<file path="src/rtl/fetch_unit.sv">
// fetch_unit: instruction-fetch stage for the MIPS core.
// Holds the PC, presents it to instruction_memory, and captures the returned
// word into the IF/ID register. J instructions are resolved here. Taken
// branches from execute redirect the PC, and stalls from decode hold it.
//
// Ports:
//   clk, rst_n          clock; asynchronous active-low reset
//   imem_addr           fetch address to instruction_memory.sel (= pc)
//   imem_data           instruction word from instruction_memory.out
//   stall               hold request from decode/hazard logic
//   redirect            taken-branch redirect from execute
//   redirect_pc         branch target (bits [1:0] ignored)
//   if_valid/if_instr   IF/ID register: valid flag and instruction word
//   if_pc/if_pc4        IF/ID register: instruction address and address + 4
//   fetch_count         count of instructions delivered with if_valid = 1
module fetch_unit #(
   parameter logic [31:0] RESET_PC = 32'd0,
   parameter logic [5:0]  OP_J     = 6'b000001
) (
   input  logic        clk,
   input  logic        rst_n,
   output logic [31:0] imem_addr,
   input  logic [31:0] imem_data,
   input  logic        stall,
   input  logic        redirect,
   input  logic [31:0] redirect_pc,
   output logic        if_valid,
   output logic [31:0] if_instr,
   output logic [31:0] if_pc,
   output logic [31:0] if_pc4,
   output logic [31:0] fetch_count
);

   localparam int unsigned XLEN = 32;

   logic [XLEN-1:0] r_pc;
   logic            r_if_valid;
   logic [XLEN-1:0] r_if_instr;
   logic [XLEN-1:0] r_if_pc;
   logic [XLEN-1:0] r_if_pc4;
   logic [XLEN-1:0] r_fetch_count;

   logic [XLEN-1:0] w_pc_plus4;
   logic            w_is_j;
   logic [XLEN-1:0] w_j_target;

   // Sequential PC and jump decode on the word currently being fetched
   assign w_pc_plus4 = r_pc + XLEN'(4);
   assign w_is_j     = (imem_data[31:26] == OP_J);
   assign w_j_target = {w_pc_plus4[31:28], imem_data[25:0], 2'b00};

   // PC, IF/ID register and delivered-instruction counter.
   // Priority: redirect > stall > J > sequential.
   always_ff @(posedge clk or negedge rst_n) begin
      if (!rst_n) begin
         r_pc          <= RESET_PC;
         r_if_valid    <= 1'b0;
         r_if_instr    <= '0;
         r_if_pc       <= '0;
         r_if_pc4      <= '0;
         r_fetch_count <= '0;
      end else if (redirect) begin
         // Flush the wrong-path fetch; if_pc/if_pc4 keep their last values
         r_pc       <= {redirect_pc[31:2], 2'b00};
         r_if_valid <= 1'b0;
         r_if_instr <= '0;
      end else if (!stall) begin
         r_if_pc  <= r_pc;
         r_if_pc4 <= w_pc_plus4;
         if (w_is_j) begin
            // J is consumed here; a bubble goes down the pipe
            r_pc       <= w_j_target;
            r_if_valid <= 1'b0;
            r_if_instr <= '0;
         end else begin
            r_pc          <= w_pc_plus4;
            r_if_valid    <= 1'b1;
            r_if_instr    <= imem_data;
            r_fetch_count <= r_fetch_count + XLEN'(1);
         end
      end
   end

   assign imem_addr   = r_pc;
   assign if_valid    = r_if_valid;
   assign if_instr    = r_if_instr;
   assign if_pc       = r_if_pc;
   assign if_pc4      = r_if_pc4;
   assign fetch_count = r_fetch_count;

endmodule

</file>
<file path="config.mk">
export PLATFORM = sky130hd
export DESIGN_NAME = fetch_unit
export DESIGN_NICKNAME = d
export VERILOG_FILES = /design/src/rtl/fetch_unit.sv
export SDC_FILE = /design/constraint.sdc
export NUM_CORES = 1
export LEC_CHECK = 0
export ABC_AREA = 1
export CELL_PAD_IN_SITES_DETAIL_PLACEMENT = 1
export CELL_PAD_IN_SITES_GLOBAL_PLACEMENT = 1
export CORE_UTILIZATION = 35
export CTS_CLUSTER_DIAMETER = 30
export DETAILED_ROUTE_END_ITERATION = 8
export DONT_BUFFER_PORTS = 1
export GPL_TIMING_DRIVEN = 0
export HOLD_SLACK_MARGIN = 0.15
export PLACE_DENSITY = 0.62
export SETUP_SLACK_MARGIN = 0.1
export SYNTH_ARGS = -nofsm -noshare
export SYNTH_HDL_FRONTEND = slang
export SYNTH_SLANG_ARGS = --single-unit
</file>
<file path="constraint.sdc">
create_clock -name clk -period 1.9 [get_ports clk]
set_input_delay 0.38 -clock clk [delete_from_list [all_inputs] [get_ports clk]]
set_output_delay 0.38 -clock clk [all_outputs]
set_load 0.02 [all_outputs]
</file>
; After elaboration in Yosys (flattened, before gate mapping)
; Cells that the tools add are included.
[totals]
output_inout_bits = 161
wordCells = 24
regBits = 161
[op_classes]
n_reduce_logical = 2
addsub = 2
eq_ne = 2
muxes = 9
n_bitwise = 3
[op_table]
columns = op, n
row1 = two-way mux 32 bit, 5
row2 = "adder 32 x 1 -> 32 bit, second input constant", 1
row3 = "adder 32 x 3 -> 32 bit, second input constant", 1
row4 = two-way mux 28 bit, 1
row5 = "== test 6 x 1 -> 1 bit, second input constant", 1
row6 = two-way mux 1 bit, 3
row7 = inverter 1 bit, 3
row8 = AND reduction 3 bit, 1
row9 = "!= test 2 x 1 -> 1 bit, second input constant", 1
row10 = AND reduction 2 bit, 1

; Longest topological paths before layout
[depth]
word_depth = 4
ltp_mapped = 10
ltp_nobuf = 10

; Worst setup path after synthesis
; Ideal clock, no wire load.
[synth_timing]
kind = register -> register
start = register r_pc[3], in the netlist imem_addr[3]
end = register r_pc[28], in the netlist imem_addr[28]
stages_incl_launch_ff = 11
arrival_ns = 1.457
setup_ns = 0.125
path_buffers = 0
path_slack_ns = 0.318
period_less_slack_ns = 1.582
path_cell_list = dfrtp_1 ha_1 nand3_2 nor2_2 nand2_2 inv_1 nand2_1 nand2_1 nand2_1 nand2_1 nand3_1
[synth_via]
elab_chain_cells = 3
[synth_rtl]
columns = item, line
row1 = start: declaration, 36  ; logic [XLEN-1:0] r_pc;
row2 = start signal: assignment, 64  ; r_pc <= {redirect_pc[31:2], 2'b00};
row3 = start signal: assignment, 72  ; r_pc <= w_j_target;
row4 = start signal: assignment, 76  ; r_pc <= w_pc_plus4;
row5 = adder 32 x 3 -> 32 bit, 48  ; assign w_pc_plus4 = r_pc + XLEN'(4);
row6 = two-way mux 32 bit, 67  ; end else if (!stall) begin
row7 = two-way mux 32 bit, 62  ; end else if (redirect) begin
; No other way between the ends. The select of a mux whose other input is x is not followed.
; A chain may end at the register's enable or synchronous reset.

; Worst setup path in the final report
[layout_timing]
start = register r_pc[3], in the netlist imem_addr[3]
end = register r_pc[12], in the netlist imem_addr[12]
[layout_via]
elab_chain_cells = 4
[layout_rtl]
columns = item, line
row1 = adder 32 x 3 -> 32 bit, 48
row2 = two-way mux 28 bit, 70  ; if (w_is_j) begin
row3 = two-way mux 32 bit, 67
row4 = two-way mux 32 bit, 62
; No other way between the ends. The select of a mux whose other input is x is not followed.

==> results_dict.tcl <==
set metrics [dict create \
    cp.arrival_ns 2.04 \
    multi_input_area_sq_um 3510 \
    ys_seq_area_share_pct 49.3 \
    synthCells 1051 \
    rsz0062_at_grt "true" \
    grt_use_total_pct 26.4 \
    drt-vias-per-instance 5.11 \
    finalHoldViolations 155 \
    yosysUniqueCellTypes 30 \
    fillCellCount 2719 \
    timing.hold.ws_ns -0.352 \
    finalCritPeriodShare_pct 91.2 \
    ios 229 \
    power_density_nw_per_um2 1040 \
    worstSetupStartpointType "register" \
    r2r_cells 8 \
    portBuffers 0 \
    worstPathRequired_ns 2.21 \
    ir_drop_uv 564 \
    first_pass_iters 5 \
    min_path_type "primary input to async pin" \
    cts_max_level 4 \
    drc 0 \
    drv_slew 0 \
    syn2layout_area_growth_pct 20.1 \
    r2r_slack_ns 0.17 \
    vias 7218 \
    clk_latency_ns 0.43 \
    maxSlewHeadroom_pct 44.1 \
    timing.fmax_mhz 577 \
    dieArea_sq_um 23100 \
    failed_checks "hold timing" \
    drtAntennaViolNets 0 \
    antenna_found_initial 1 \
    regArea_sq_um 3920 \
    wl_per_cell_microns 21.1 \
    finClkSkew_ns 0.0110 \
    cts_buffer_depth 2 \
    finalSetupViolCount 0 \
    placed_cells 1336 \
    p_leak_nw 4.40 \
    nets 1190 \
    grt_pass1_wl_microns 46100 \
    period_needed_ns 1.73 \
    drive_above_1_share_pct 10.6 \
    tns_ns 0 \
    cap_violations 0 \
    cts_hold_buf 42 \
    core_area_sq_um 21900 \
    wl_microns 29800 \
    ys_seq_elements 155 \
    root_buffer "clkbuf_16" \
    post_layout_nonfiller_instances 1412 \
    path_max_fanout 5 \
    die_w_microns 152 \
    gr-total-overflow 0 \
    synth_area_per_cell_sq_um 7.48 \
    grt_pass1_vias 7665 \
    endpoint_kind "register" \
    initial_core_util_pct 35.9 \
    first_iter_violations 343 \
    cts_buffers 17 \
    worst_slew_pin_slew_ns 0.838 \
    cts_tree "built" \
    die_h_microns 152 \
    gp_congestion 0.862 \
    grt_max_degree 156 \
    timing.rr.end "imem_addr[12]$_DFFE_PN0P_" \
    clkTransAtPathRegs_ns 0.06 \
    crit_type "register to register" \
    r2r_start "imem_addr[3]$_DFFE_PN0P_" \
    rows 54 \
    hpwlAfterDp_microns 22600 \
    cts.sinks 155 \
    yosys_warnings 0 \
    run_status "finished with violations" \
    synthesis.area_sq_um 7860 \
]
## Yosys cell counts
cell        n  area [sq um]
nor3b_1     1          7.51
nor3_1      4          20.0
nor2_4      5          56.3
buf_2      17          85.1
and3_1      1          6.26
nand3_4     1          17.5
a21oi_1    18          90.1
nand2_1   405          1520
nand3b_1    7          52.6
dfrtp_1   155          3880
o211ai_1    6          45.0
buf_6       1          11.3
clkbuf_1   17          63.8
xor2_1     15           131
a31oi_1    11          68.8
nand2_2     4          25.0
inv_2       3          11.3
nand3_1    60           300
a22o_1     10          87.6
nor2_2      4          25.0
ha_1        2          25.0
buf_4       6          45.0
nand2_4     1          11.3
conb_1      1          3.75
nand3_2     2          20.0
inv_1      89           334
nor2_1    107           402
o21ai_1     7          35.0
o21ai_0    84           420
xnor2_1     7          61.3
## cells by family (layout without fill, tap and decap cells)
group	count (synthesis)	after routing	share of synthesized area [%]
and+or+nand+nor	602	602	31.3
DFF	155	155	49.3
buffers and inverters	133	208	7.00
xor gates and xnor gates	22	22	2.45
other	1	7	0.0477
adders and majority gates	2	2	0.318
AOI/OAI and AO/OA	136	136	9.50
## state kept, by name, indices dropped and copies added, names as in the netlist
signal,cells
if_pc,30
if_instr,32
if_pc4,30
imem_addr,30
if_valid,1
fetch_count,32
## worst max-delay path by stage
stage,start,to,slack (ns),depth (start not counted)
finish,imem_addr[3]$_DFFE_PN0P_,imem_addr[12]$_DFFE_PN0P_,0.17,8
global route,imem_addr[2]$_DFFE_PN0P_,imem_addr[28]$_DFFE_PN0P_,0.05,10
CTS,imem_addr[14]$_DFFE_PN0P_,imem_addr[19]$_DFFE_PN0P_,0.11,9
detailed placement,imem_addr[3]$_DFFE_PN0P_,imem_addr[12]$_DFFE_PN0P_,-0.14,8
global placement,imem_addr[3]$_DFFE_PN0P_,imem_addr[12]$_DFFE_PN0P_,-0.13,8
floorplan,imem_addr[3]$_DFFE_PN0P_,imem_addr[28]$_DFFE_PN0P_,0.32,10
## where the power goes
| part | switching [W] | internal [W] | total (W) | leakage (nW) |
|---|---|---|---|---|
| registers | 0.00106 | 0.00373 | 0.00478 | 1.93 |
| logic | 0.000691 | 0.000419 | 0.00111 | 2.15 |
| clock network | 0.00144 | 0.00253 | 0.00396 | 0.329 |
## through the flow
step	total power [W]	instance area, sq um	setup WS [ns]	hold WS (ns)	util [%]
after global routing	0.0103	9440	0.0544	-0.369	43.1
after global placement	0.00580	8230	-0.131	0.0897	37.6
after CTS	0.00991	9360	0.110	-0.369	42.8
after detailed placement	0.00583	8230	-0.143	0.0895	37.6
after floorplan	0.00535	7880	0.318	0.0844	-
final	0.00986	9440	0.167	-0.352	43.1
## timing repair
item,CTS,global route
cloned,0,0
endpoints found under the setup margin,30,44
buffers inserted,1,2
resized for setup,17,32
endpoints found under the hold margin,197,155
pin swaps,1,2
## critical path, cell delays in order (launching register included)
cell and delay, ns:
dfrtp_2 0.50, ha_4 0.19, nand3_2 0.20, nor2_4 0.18, nand2_2 0.09, xor2_1 0.26
nand2_1 0.08, nand2_1 0.06, nand2_1 0.05
## placed cells by master (no fill, tap or decap), types with 4 or more instances in the layout
cell type	netlist	final
a21oi_1	18	18
a22o_1	10	10
a31oi_1	11	11
buf_2	17	17
buf_4	6	9
bufinv_16	0	6
clkbuf_1	17	17
clkbuf_16	0	17
conb_1	1	6
dfrtp_1	155	123
dfrtp_2	0	32
dlygate4sd3_1	0	42
inv_1	89	88
inv_2	3	4
nand2_1	405	403
nand2_2	4	6
nand3_1	60	60
nand3b_1	7	7
nor2_1	107	102
nor2_2	4	5
nor2_4	5	9
nor3_1	4	4
o211ai_1	6	6
o21ai_0	84	83
o21ai_1	7	8
xnor2_1	7	7
xor2_1	15	15
## final cells by class
type                    count  share of cell area (%)
diodes                      1                  0.0265
plain buffers              41                    2.17
clock buffers              19                    4.80
flip-flops and latches    155                    41.5
repair buffers             45                    4.69
inverters                  92                    3.66
clock inverters            11                    2.29
multi-input cells         768                    37.2
well taps                 280                    3.71
## metal layers
metal | track usage [%] | up-vias | part of all wire [%]
li1 | - | 3444 | -
met1 | 31.6 | 3533 | 41
met2 | 45.6 | 198 | 50
met3 | 6.50 | 43 | 5.5
met4 | 9.76 | 0 | 2.9
met5 | 0 | - | 0
Note: power is estimated with default switching activity, not from simulation.
